===== src/rtl/pixel_dist_pkg.sv =====
// pixel_dist_pkg: state encoding, default frame geometry and round-robin pointer helper
// shared by pixel_distributor and its arbiter.
package pixel_dist_pkg;
    typedef enum logic [1:0] {IDLE, ISSUE, DRAIN, DONE} state_e;
    localparam int DEF_X_SIZE = 640;
    localparam int DEF_Y_SIZE = 480;
    function automatic int unsigned next_ptr(input int unsigned ptr, input int unsigned n);
        return (ptr + 1 >= n) ? 0 : ptr + 1;
    endfunction
endpackage


===== src/rtl/pixel_distributor_rr_arbiter.sv =====
// rr_arbiter: combinational first-eligible search starting at ptr_i, wrapping mod NUM_ENGINES.
module rr_arbiter #(
    parameter int NUM_ENGINES = 4,
    parameter int ENG_IDX_W   = 2
) (
    input  logic [NUM_ENGINES-1:0] eligible_i,
    input  logic [ENG_IDX_W-1:0]   ptr_i,
    output logic                   grant_valid_o,
    output logic [ENG_IDX_W-1:0]   grant_idx_o
);
    logic [ENG_IDX_W-1:0] idx;
    // Scanning from the farthest offset down lets the closest eligible engine win last.
    always_comb begin
        grant_valid_o = 1'b0;
        grant_idx_o   = '0;
        idx           = '0;
        for (int i = NUM_ENGINES - 1; i >= 0; i--) begin
            idx = ENG_IDX_W'((32'(ptr_i) + 32'(i)) % NUM_ENGINES);
            if (eligible_i[idx]) begin
                grant_valid_o = 1'b1;
                grant_idx_o   = idx;
            end
        end
    end
endmodule


===== src/rtl/pixel_distributor.sv =====
// pixel_distributor: issues raster-ordered pixel coordinates round-robin to NUM_ENGINES engines.
// Define PIXEL_DIST_STALL_CNT_EN to add the saturating stall_cycles output.
module pixel_distributor
    import pixel_dist_pkg::*;
#(
    parameter int NUM_ENGINES = 4,
    parameter int ENG_IDX_W   = 2,
    parameter int DATA_WIDTH  = 32,
    parameter int X_SIZE      = DEF_X_SIZE,
    parameter int Y_SIZE      = DEF_Y_SIZE
) (
    input  logic                   clk,
    input  logic                   reset,
    input  logic                   start,
    input  logic [NUM_ENGINES-1:0] engine_busy,
    input  logic [NUM_ENGINES-1:0] queue_full,
    output logic [DATA_WIDTH-1:0]  xpixel_o,
    output logic [DATA_WIDTH-1:0]  ypixel_o,
    output logic [NUM_ENGINES-1:0] issue_o,
    output logic                   busy_o,
    output logic                   frame_done
`ifdef PIXEL_DIST_STALL_CNT_EN
    ,
    output logic [31:0]            stall_cycles
`endif
);
    state_e                 state_q, state_d;
    logic [DATA_WIDTH-1:0]  x_q, x_d, y_q, y_d, xpix_q, xpix_d, ypix_q, ypix_d;
    logic [ENG_IDX_W-1:0]   ptr_q, ptr_d, grant_idx;
    logic [NUM_ENGINES-1:0] issue_q, issue_d, eligible;
    logic                   grant_valid, x_last, y_last, busy_q, done_q;

    // Masking last cycle's grant covers the engine's one-cycle busy latency.
    assign eligible = ~engine_busy & ~queue_full & ~issue_q;
    assign x_last   = x_q == DATA_WIDTH'(X_SIZE - 1);
    assign y_last   = y_q == DATA_WIDTH'(Y_SIZE - 1);

    rr_arbiter #(
        .NUM_ENGINES(NUM_ENGINES),
        .ENG_IDX_W  (ENG_IDX_W)
    ) u_arb (
        .eligible_i   (eligible),
        .ptr_i        (ptr_q),
        .grant_valid_o(grant_valid),
        .grant_idx_o  (grant_idx)
    );

    always_comb begin
        state_d = state_q;
        x_d     = x_q;
        y_d     = y_q;
        ptr_d   = ptr_q;
        issue_d = '0;
        xpix_d  = xpix_q;
        ypix_d  = ypix_q;
        case (state_q)
            IDLE: if (start) begin
                state_d = ISSUE;
                x_d     = '0;
                y_d     = '0;
            end
            ISSUE: if (grant_valid) begin
                issue_d = NUM_ENGINES'(1) << grant_idx;
                xpix_d  = x_q;
                ypix_d  = y_q;
                ptr_d   = ENG_IDX_W'(next_ptr(32'(grant_idx), NUM_ENGINES));
                x_d     = x_last ? '0 : x_q + DATA_WIDTH'(1);
                y_d     = !x_last ? y_q : (y_last ? '0 : y_q + DATA_WIDTH'(1));
                state_d = (x_last && y_last) ? DRAIN : ISSUE;
            end
            DRAIN: state_d = (engine_busy == '0 && issue_q == '0) ? DONE : DRAIN;
            DONE: state_d = IDLE;
            default: state_d = IDLE;
        endcase
    end

    always_ff @(posedge clk) begin
        if (reset) begin
            state_q <= IDLE;
            x_q     <= '0;
            y_q     <= '0;
            ptr_q   <= '0;
            issue_q <= '0;
            xpix_q  <= '0;
            ypix_q  <= '0;
            busy_q  <= 1'b0;
            done_q  <= 1'b0;
        end else begin
            state_q <= state_d;
            x_q     <= x_d;
            y_q     <= y_d;
            ptr_q   <= ptr_d;
            issue_q <= issue_d;
            xpix_q  <= xpix_d;
            ypix_q  <= ypix_d;
            busy_q  <= state_d == ISSUE || state_d == DRAIN;
            done_q  <= state_d == DONE;
        end
    end

    assign xpixel_o   = xpix_q;
    assign ypixel_o   = ypix_q;
    assign issue_o    = issue_q;
    assign busy_o     = busy_q;
    assign frame_done = done_q;

`ifdef PIXEL_DIST_STALL_CNT_EN
    logic [31:0] stall_q;
    always_ff @(posedge clk) begin
        if (reset || (state_q == IDLE && start))
            stall_q <= '0;
        else if (state_q == ISSUE && !grant_valid && stall_q != '1)
            stall_q <= stall_q + 32'd1;
    end
    assign stall_cycles = stall_q;
`endif
endmodule


===== config.mk =====
export PLATFORM = sky130hd
export DESIGN_NAME = pixel_distributor
export DESIGN_NICKNAME = d
export VERILOG_FILES = /design/src/rtl/pixel_dist_pkg.sv /design/src/rtl/pixel_distributor_rr_arbiter.sv /design/src/rtl/pixel_distributor.sv
export SDC_FILE = /design/constraint.sdc
export NUM_CORES = 1
export LEC_CHECK = 0
export CAP_MARGIN = 0
export CORE_ASPECT_RATIO = 0.7
export CORE_MARGIN = 2
export CORE_UTILIZATION = 45
export DETAILED_ROUTE_END_ITERATION = 6
export PLACE_DENSITY = 0.67
export SETUP_SLACK_MARGIN = 0.15
export SLEW_MARGIN = 20
export SYNTH_ARGS = -nofsm -noshare
export SYNTH_HDL_FRONTEND = slang
export SYNTH_SLANG_ARGS = --single-unit

===== constraint.sdc =====
create_clock -name clk -period 3.26 [get_ports clk]
set_clock_uncertainty 0.2 [all_clocks]
set_input_delay 0.978 -clock clk [delete_from_list [all_inputs] [get_ports clk]]
set_output_delay 0.978 -clock clk [all_outputs]
set_load 0.005 [all_outputs]

==> run_results.csv, run 1 <==
group,metric,value,unit
timing,fmax,336,MHz
global_route,grt_antenna_before_repair,0,
critical_path,critical_path.max_fanout,29,
critical_path,ff2ff_path_depth,8,
logic_synthesis,syn_area_per_cell,8.01,um^2
logic_synthesis,synth_cell_types,58,
logic_synthesis,netlist.top_cell.by_area,"sky130_fd_sc_hd__dfxtp_1",
routing,first_iter_violations,317,
critical_path,crit_path_start_kind,"input pin",
clock_network,clock_tree_from_tritoncts,"done",
timing,timing.final.crit_share,91.3,%
power,cellPowerDensity,524,nW/um^2
critical_path,critPathCaptureType,"flip-flop",
critical_path,critical_path.cell_chain,"clkdlybuf4s50_1 > nor3_1 > buf_4 > o41ai_4 > buf_4 > buf_4 > nor3_1 > a21oi_1 > nor2_1",
power,cellLeakagePower,2.54,nW
clock_network,clkSlewWorstSetupHoldPaths,0.06,ns
cells_and_area,fin_area,7730,um^2
cells_and_area,area_growth,29.1,%
clock_network,clock_sink_total,138,
clock_network,tritoncts.num_buffers,17,
die,die_extent_in_y,101,um
clock_network,cts-root-to-sink-buffers,2,
logic_synthesis,synth_sequential_area_ratio,46.1,%
routing,detail_route.first_pass.iterations,5,
timing,timing_worst_slew_pin_value,0.637,ns
die,coreArea,13100,um^2
status,status,"completed",
logic_synthesis,synthTopCellsByArea,"sky130_fd_sc_hd__dfxtp_1 46%, sky130_fd_sc_hd__nand2_1 10%, sky130_fd_sc_hd__a21oi_1 7.9%",
global_route,grt_pass1_wl,25800,um
logic_synthesis,ys.warnings.count,0,
global_route,globalRoute.totalOverflow,0,
timing,hold_violations,0,
routing,detail_route.wirelength,15500,um
timing,final-setup-viol-count,0,
logic_synthesis,ys_dominant_reg_cell,"sky130_fd_sc_hd__dfxtp_1",
clock_network,cts.hold.buffers_added,0,
critical_path,path_depth,9,
global_route,grt_start_max_net_pins,64,
critical_path,critPathKind,"input pin to flip-flop",
critical_path,cp.arrival,3.06,ns
cells_and_area,final_net_count,854,
clock_network,cts-htree-levels,4,
logic_synthesis,yosys.area.top_type_share,46.1,%
critical_path,slowest_stage,"sky130_fd_sc_hd__clkdlybuf4s50_1",
logic_synthesis,ys_seq_elements,138,
logic_synthesis,synth.net_count,763,
cells_and_area,drive_above_1_share,9.17,%
logic_synthesis,async_flop_share,0,%
logic_synthesis,synthesis.area,5990,um^2
clock_network,insertion_delay,0.42,ns
logic_synthesis,synth_edf_count,0,
logic_synthesis,yosysMostFrequentCell,"sky130_fd_sc_hd__nand2_1",
place,place.gp.congestion,0.903,
routing,remaining_drc_errors,0,
timing,slew_headroom,57.5,%
run,number_of_max_cap_violations,0,
cells_and_area,fin_util,59.0,%
place,place.detailed.hpwl,10700,um
critical_path,req_time_crit_path,3.34,ns
place,detailed_place.area,7070,um^2
clock_network,clk_root_buffer_cell,"sky130_fd_sc_hd__clkbuf_16",
power,total_power,4.05,mW
timing,timing_max_transition_violations_final,0,
die,io_pins,81,
die,die_width,142,um
cells_and_area,diodes,0,
critical_path,worst_path_dominant_cell_family,"buffers and inverters",
logic_synthesis,synth_commonest_cells,"167 x sky130_fd_sc_hd__nand2_1, 138 x sky130_fd_sc_hd__dfxtp_1, 95 x sky130_fd_sc_hd__a21oi_1, 63 x sky130_fd_sc_hd__nor2_1, 25 x sky130_fd_sc_hd__clkbuf_1",
routing,via_per_inst,5.47,
timing,holdWs,0.254,ns
die,num_rows,35,
global_route,gr-usage-all-layers,22.6,%
timing,time_the_final_worst_path_needs_with_i_o_delays_and_setup,2.98,ns
clock_network,cts.repair.resized,0,
clock_network,postCtsSetupRepairBufs,0,
hold_path,min-delay-path-class,"flip-flop to flip-flop",
place,placement.io_buffers,80,
critical_path,crit_top_cell,"sky130_fd_sc_hd__buf_4",
routing,detailroute.via_count,5561,
global_route,number_of_global_route_vias_before_repair,5261,
routing,routed_wire_length_per_instance,15.2,um
routing,antenna_left,0,
critical_path,critPathBufInv,4,
logic_synthesis,netlist_instances,748,
timing,rsz0062_at_grt,"true",
die,die_area,14300,um^2
hold_path,worst_hold_path.num_cells,2,
die,initial_core_util,45.7,%
critical_path,max_stage_delay,0.50,ns
power,vdd.ir_drop.worst,0.420,mV
-- per-layer routing --
layer	wire length (um)	vias to the layer above	share of wire [%]	global-route usage (%)
met1	7820	2563	50	32.5
met2	6600	190	43	33.9
li1	-	2785	-	-
met5	0	-	0	0
met4	206	0	1.3	6.54
met3	880	23	5.7	5.51
-- worst min-delay path, delay by kind of cell, from the launching register on --
family	cells	cell delay, ns
flip-flops	1	0.31
AND/OR/NAND/NOR	1	0.05
AO/OA/AOI/OAI	1	0.05
-- flip-flops by register name (all words and copies together), names as in the netlist --
register    flops
state_q         2
frame_done      1
busy_o          1
ypixel_o       32
x_q            32
issue_o         4
xpixel_o       32
ptr_q           2
y_q            32
-- area by class of cell --
| class | instances | area (um^2) |
|---|---|---|
| inverters | 15 | 56.3 |
| repair buffers | 113 | 1060 |
| multi-input cells | 554 | 2990 |
| well taps | 166 | 208 |
| clock buffers | 20 | 467 |
| flip-flops and latches | 138 | 2760 |
| clock inverters | 11 | 191 |
| fillers | 1161 | 5360 |
-- power by group --
part	total [mW]	switching [mW]	leakage, nW	internal [mW]
combinational	0.209	0.138	1.10	0.0708
clock	2.14	0.721	0.326	1.41
sequential	1.71	0.00987	1.11	1.70
-- per-stage QoR --
step,cells,setup TNS (ns),setup WS [ns]
finish,1017,0,0.283
global route,1017,0,0.148
CTS,1017,0,0.262
detailed placement,986,-2.71,-0.166
global placement,986,-0.442,-0.100
floorplan,748,0,0.360
-- placed cells by master, fill, tap and decap left out, drive strengths merged, types with 3 or more instances in the layout --
| cell type | n |
|---|---|
| nand2 | 167 |
| dfxtp | 138 |
| a21oi | 95 |
| clkdlybuf4s50 | 79 |
| nor2 | 64 |
| buf | 34 |
| nor3 | 26 |
| o21ai | 21 |
| or3 | 20 |
| xor2 | 20 |
| clkbuf | 20 |
| nand3 | 18 |
| nor4 | 18 |
| xnor2 | 16 |
| inv | 16 |
| nand4 | 11 |
| o2111ai | 8 |
| o211ai | 7 |
| nand2b | 6 |
| nor2b | 5 |
| bufinv | 5 |
| clkinv | 5 |
| and3 | 4 |
| and4 | 4 |
| ha | 4 |
| or4 | 3 |
| a31oi | 3 |
| nand4b | 3 |
| o32ai | 3 |
-- kinds of logic (layout without fill, tap and decap cells) --
logic type	after synthesis	in the layout	synth area share, %
XOR/XNOR	36	36	5.27
buffers and inverters	56	159	4.01
adder cells (fa/ha/maj)	4	4	0.836
AO/OA/AOI/OAI	157	157	15.8
flip-flops	138	138	46.1
AND/OR/NAND/NOR	357	357	27.9
-- worst paths after layout --
kind / slack [ns] / endpoint / startpoint
max: 0.28 / ptr_q[0]$_SDFFE_PP0P_ / engine_busy[0]
min: 0.25 / xpixel_o[13]$_SDFFE_PP0P_ / xpixel_o[13]$_SDFFE_PP0P_
max reg2reg: 0.60 / busy_o$_SDFF_PP0_ / x_q[1]$_SDFFE_PP0P_
min reg2reg: 0.25 / xpixel_o[13]$_SDFFE_PP0P_ / xpixel_o[13]$_SDFFE_PP0P_
Note: power is estimated with default switching activity, not from simulation.
==> inputs of run 2 (changes only) <==
- PLACE_DENSITY: 0.67 -> 0.7
- clock period: 3.26 -> 2.5 ns (I/O delays scaled with it)
==> run 2 against run 1 <==
- clock power rose by 14%
- wire length rose by 16%
- worst hold slack got worse by 0.00096 ns
- largest cell class unchanged
- final cell count rose by 5.9%
- core utilization rose by 6.2 points
- sequential power rose by 30%
- die area did not move
- sequential cell count did not move
==> run_results.csv, run 2 (synthesized netlist as in run 1, its figures left out) <==
group,metric,value,unit
status,status,"completed",
timing,final-setup-viol-count,0,
die,die_width,142,um
global_route,gr-usage-all-layers,24.6,%
critical_path,cp.arrival,2.56,ns
timing,hold_violations,0,
place,placement.io_buffers,80,
place,place.detailed.hpwl,11600,um
critical_path,req_time_crit_path,2.65,ns
routing,antenna_left,0,
die,num_rows,35,
die,die_extent_in_y,101,um
critical_path,critical_path.max_fanout,3,
routing,detail_route.wirelength,18000,um
die,initial_core_util,45.7,%
timing,slew_headroom,55.0,%
cells_and_area,drive_above_1_share,22.1,%
clock_network,cts.hold.buffers_added,0,
power,vdd.ir_drop.worst,0.507,mV
place,place.gp.congestion,0.920,
power,cellLeakagePower,2.96,nW
power,total_power,5.01,mW
global_route,grt_pass1_wl,27800,um
global_route,globalRoute.totalOverflow,0,
clock_network,clk_root_buffer_cell,"sky130_fd_sc_hd__clkbuf_16",
timing,layout_setup_ws,0.0867,ns
critical_path,critical_path.cell_chain,"buf_6 > nor3_4 > o41ai_4 > nor4_4 > buf_6 > buf_6 > buf_6 > o211ai_1 > or3_1 > a21oi_1",
global_route,grt_antenna_before_repair,0,
cells_and_area,area_growth,42.6,%
hold_path,min-delay-path-class,"flip-flop to flip-flop",
timing,rsz0062_at_grt,"true",
cells_and_area,mostFrequentLayoutCell,"sky130_fd_sc_hd__nand2_1",
critical_path,critPathCaptureType,"flip-flop",
critical_path,crit_top_cell,"sky130_fd_sc_hd__buf_6",
critical_path,crit_path_start_kind,"input pin",
die,coreArea,13100,um^2
global_route,grt_start_max_net_pins,66,
timing,holdWs,0.253,ns
routing,first_iter_violations,450,
timing,time_the_final_worst_path_needs_with_i_o_delays_and_setup,2.41,ns
routing,via_per_inst,5.64,
routing,detailroute.via_count,6071,
clock_network,clkSlewWorstSetupHoldPaths,0.06,ns
power,cellPowerDensity,587,nW/um^2
clock_network,cts-root-to-sink-buffers,2,
clock_network,clock_tree_from_tritoncts,"done",
clock_network,clock_sink_total,138,
place,place_worst_setup_slack,-0.747,ns
timing,timing.final.crit_share,96.5,%
clock_network,insertion_delay,0.42,ns
cells_and_area,diodes,0,
cells_and_area,most_frequent_cells_in_the_layout,"166 x sky130_fd_sc_hd__nand2_1, 124 x sky130_fd_sc_hd__dfxtp_1, 90 x sky130_fd_sc_hd__a21oi_1",
run,number_of_max_cap_violations,0,
routing,routed_wire_length_per_instance,16.7,um
clock_network,cts-htree-levels,4,
cells_and_area,final_net_count,915,
global_route,number_of_global_route_vias_before_repair,5543,
critical_path,slowest_stage,"sky130_fd_sc_hd__or3_1",
die,die_area,14300,um^2
routing,detail_route.first_pass.iterations,5,
routing,remaining_drc_errors,0,
die,io_pins,81,
timing,fmax,414,MHz
clock_network,tritoncts.num_buffers,17,
critical_path,critPathKind,"input pin to flip-flop",
critical_path,max_stage_delay,0.37,ns
timing,timing_max_transition_violations_final,0,
timing,timing_worst_slew_pin_value,0.676,ns
-- run 2: per-layer routing --
metal / global-route usage, % / wire length (um)
met1: 35.6 / 8630
met2: 37.5 / 7880
met3: 4.23 / 1210
met4: 8.31 / 272
met5: 0 / 0
-- run 2: stage by stage --
stage               cell area, um^2  instances  TNS (ns)  util [%]
global route                   8540       1077   -0.0379      65.2
floorplan                      6080        748         0         -
finish                         8540       1077         0      65.2
CTS                            8200       1068         0      62.6
global placement               7430       1025    -70.38      56.7
detailed placement             7430       1025    -77.52      56.7
-- run 2: what timing repair did --
item | in CTS | in global routing
hold endpoints to repair | 0 | 0
setup buffers | 11 | 6
gates resized for setup | 63 | 62
cloned | 2 | 3
pin swaps | 21 | 29
setup endpoints to repair | 133 | 54
-- run 2: final timing paths --
| kind | from | to | slack [ns] | depth (start not counted) |
|---|---|---|---|---|
| min | ypixel_o[9]$_SDFFE_PP0P_ | ypixel_o[9]$_SDFFE_PP0P_ | 0.25 | 2 |
| max | queue_full[3] | y_q[25]$_SDFFE_PP0P_ | 0.09 | 10 |
| max reg2reg | x_q[10]$_SDFFE_PP0P_ | y_q[25]$_SDFFE_PP0P_ | 0.09 | 9 |
| min reg2reg | ypixel_o[9]$_SDFFE_PP0P_ | ypixel_o[9]$_SDFFE_PP0P_ | 0.25 | 2 |
-- run 2: worst max-delay path: cells and delay by family --
family / cells / cell delay, ns
AND/OR/NAND/NOR: 3 / 1.00
buffers and inverters: 4 / 0.48
AO/OA/AOI/OAI: 3 / 0.34
-- run 2: cell type report --
type                    count  area (um^2)
fillers                  1032         4550
multi-input cells         554         3340
flip-flops and latches    138         2780
repair buffers            174         1590
clock buffers              23          478
well taps                 166          208
clock inverters             7         92.6
inverters                  15         56.3
-- run 2: power by group --
group | switching [mW] | total [mW] | internal [mW]
registers | 0.0127 | 2.23 | 2.21
clock network | 0.915 | 2.45 | 1.53
logic | 0.208 | 0.338 | 0.129
total | 1.14 | 5.01 | 3.87
==> inputs of run 3 (changes only) <==
- TNS_END_PERCENT: not set -> 1
==> run 3 against run 2 <==
- critical path type is now flip-flop to flip-flop
- highest routed layer unchanged
- design area decreased by 5.0%
- core utilization decreased by 3.3 points
- final cell count fell by 0.74%
- non-clock buffer count decreased by 10
- die area stayed put
- critical path depth decreased by 2
- power fell by 0.79%
- worst hold slack about the same
- setup slack better by 0.010 ns
- combinational power shrank 7.7%
==> run_results.csv, run 3 (synthesized netlist as in run 1, its figures left out) <==
group,metric,value,unit
place,placement.io_buffers,80,
cells_and_area,area_growth,35.5,%
critical_path,worst_path_dominant_cell_family,"simple AND/OR/NAND/NOR gates",
routing,via_per_inst,5.55,
critical_path,slowest_stage,"sky130_fd_sc_hd__dfxtp_1",
critical_path,crit_path_end,"busy_o$_SDFF_PP0_",
routing,remaining_drc_errors,0,
critical_path,r2r-start,"y_q[19]$_SDFFE_PP0P_",
routing,detail_route.wirelength,16900,um
routing,antenna_left,0,
run,number_of_max_cap_violations,0,
critical_path,cp-startpoint,"y_q[19]$_SDFFE_PP0P_",
timing,timing_worst_slew_pin_value,0.649,ns
critical_path,worst_r2r_endpoint,"busy_o$_SDFF_PP0_",
routing,detailroute.via_count,5936,
power,cellPowerDensity,612,nW/um^2
clock_network,cts-root-to-sink-buffers,2,
timing,slew_headroom,56.7,%
routing,detail_route.first_pass.iterations,7,
die,io_pins,81,
die,die_extent_in_y,101,um
critical_path,critical_path.max_fanout,6,
timing,final-setup-viol-count,0,
global_route,globalRoute.totalOverflow,0,
critical_path,path_depth,8,
critical_path,critPathKind,"flip-flop to flip-flop",
die,coreArea,13100,um^2
cells_and_area,most_frequent_cells_in_the_layout,"167 x sky130_fd_sc_hd__nand2_1, 136 x sky130_fd_sc_hd__dfxtp_1, 94 x sky130_fd_sc_hd__a21oi_1",
cells_and_area,final_net_count,905,
global_route,grt_pass1_wl,27800,um
clock_network,tritoncts.num_buffers,17,
timing,rsz0062_at_grt,"true",
cells_and_area,diodes,0,
die,initial_core_util,45.7,%
status,status,"completed",
hold_path,hold_path_startpoint,"ypixel_o[14]$_SDFFE_PP0P_",
cells_and_area,fin_area,8120,um^2
timing,timing_max_transition_violations_final,0,
critical_path,req_time_crit_path,2.59,ns
critical_path,crit_path_start_kind,"flip-flop",
critical_path,cp.arrival,2.49,ns
routing,routed_wire_length_per_instance,15.8,um
global_route,grt_start_max_net_pins,66,
clock_network,cts-htree-levels,4,
power,vdd.ir_drop.worst,0.521,mV
critical_path,max_stage_delay,0.38,ns
timing,hold_violations,0,
clock_network,clock_tree_from_tritoncts,"done",
place,place.gp.congestion,0.903,
timing,fmax,416,MHz
global_route,grt_antenna_before_repair,0,
critical_path,ff2ff_path_depth,8,
critical_path,critical_path.cell_chain,"nor4_1 > nand4_1 > nor4_2 > buf_4 > nand2_1 > o21a_1 > ha_1 > nor2b_1",
place,detailed_place.area,7450,um^2
critical_path,critPathBufInv,1,
global_route,gr-usage-all-layers,24.4,%
cells_and_area,drive_above_1_share,16.5,%
clock_network,clock_sink_total,138,
global_route,number_of_global_route_vias_before_repair,5673,
hold_path,min-delay-path-class,"flip-flop to flip-flop",
routing,first_iter_violations,304,
clock_network,clk_root_buffer_cell,"sky130_fd_sc_hd__clkbuf_16",
power,cellLeakagePower,2.77,nW
place,place_worst_setup_slack,-0.642,ns
timing,timing.final.crit_share,96.1,%
timing,layout_setup_ws,0.0967,ns
timing,time_the_final_worst_path_needs_with_i_o_delays_and_setup,2.40,ns
place,place.detailed.hpwl,11700,um
die,die_width,142,um
die,die_area,14300,um^2
die,num_rows,35,
critical_path,critPathCaptureType,"flip-flop",
cells_and_area,mostFrequentLayoutCell,"sky130_fd_sc_hd__nand2_1",
critical_path,reg2reg_setup_slack,0.1,ns
clock_network,clkSlewWorstSetupHoldPaths,0.06,ns
clock_network,insertion_delay,0.42,ns
-- run 3: changes by cell type in the layout (fill, tap and decap cells not counted), sizes merged --
cell | before | now
bufinv | 2 | 1
buf | 101 | 91
clkbuf | 25 | 19
clkinv | 2 | 4
inv | 15 | 17
clkdlybuf4s15 | 0 | 2
clkinvlp | 3 | 6
-- run 3: area by class of cell --
class	count	area, um^2
multi-input combinational	554	3080
fill	1078	4980
clock buffer	19	453
inverter	15	56.3
tap	166	208
sequential	138	2770
clock inverter	13	120
timing repair buffer	164	1430
-- run 3: tightest hold or removal path: cells and delay by family (launching register included) --
family,cells,cell delay (ns)
DFF,1,0.31
and+or+nand+nor,1,0.05
AOI/OAI and AO/OA,1,0.05
-- run 3: worst min-delay path by stage --
stage / end / slack, ns / cells after the start
5_1_grt: xpixel_o[6]$_SDFFE_PP0P_ / 0.28 / 2
2_1_floorplan: ypixel_o[23]$_SDFFE_PP0P_ / 0.25 / 2
6_report: ypixel_o[14]$_SDFFE_PP0P_ / 0.25 / 2
4_1_cts: ypixel_o[25]$_SDFFE_PP0P_ / 0.26 / 2
3_3_place_gp: ypixel_o[15]$_SDFFE_PP0P_ / 0.24 / 2
3_5_place_dp: ypixel_o[25]$_SDFFE_PP0P_ / 0.25 / 2
-- run 3: routing by layer --
| layer | wire length, um | global-route usage [%] | share of wire [%] |
|---|---|---|---|
| met2 | 7410 | 38.6 | 44 |
| met3 | 1020 | 5.61 | 6.0 |
| met1 | 8350 | 33.9 | 49 |
| met4 | 110 | 6.23 | 0.65 |
| met5 | 0 | 0 | 0 |
-- run 3: what timing repair did --
item / 4_1_cts / 5_1_grt
hold buffers: 0 / 0
setup endpoints to repair: 137 / 130
pin swaps: 12 / 2
buffers inserted: 7 / 0
gates resized for setup: 39 / 6
-- run 3: stage by stage --
step	power (mW)	setup TNS, ns	util, %	hold WS [ns]	cells
2_1_floorplan	2.43	0	-	0.245	748
3_3_place_gp	2.57	-60.83	56.9	0.242	1030
3_5_place_dp	2.57	-65.31	56.9	0.247	1030
4_1_cts	4.99	0	61.8	0.255	1069
5_1_grt	5.13	0	62.0	0.277	1069
6_report	4.97	0	62.0	0.253	1069
-- run 3: report_power, final --
| group | switching [mW] | internal (mW) | total (mW) |
|---|---|---|---|
| combinational | 0.198 | 0.114 | 0.312 |
| clock | 1.01 | 1.43 | 2.44 |
| sequential | 0.0123 | 2.21 | 2.22 |
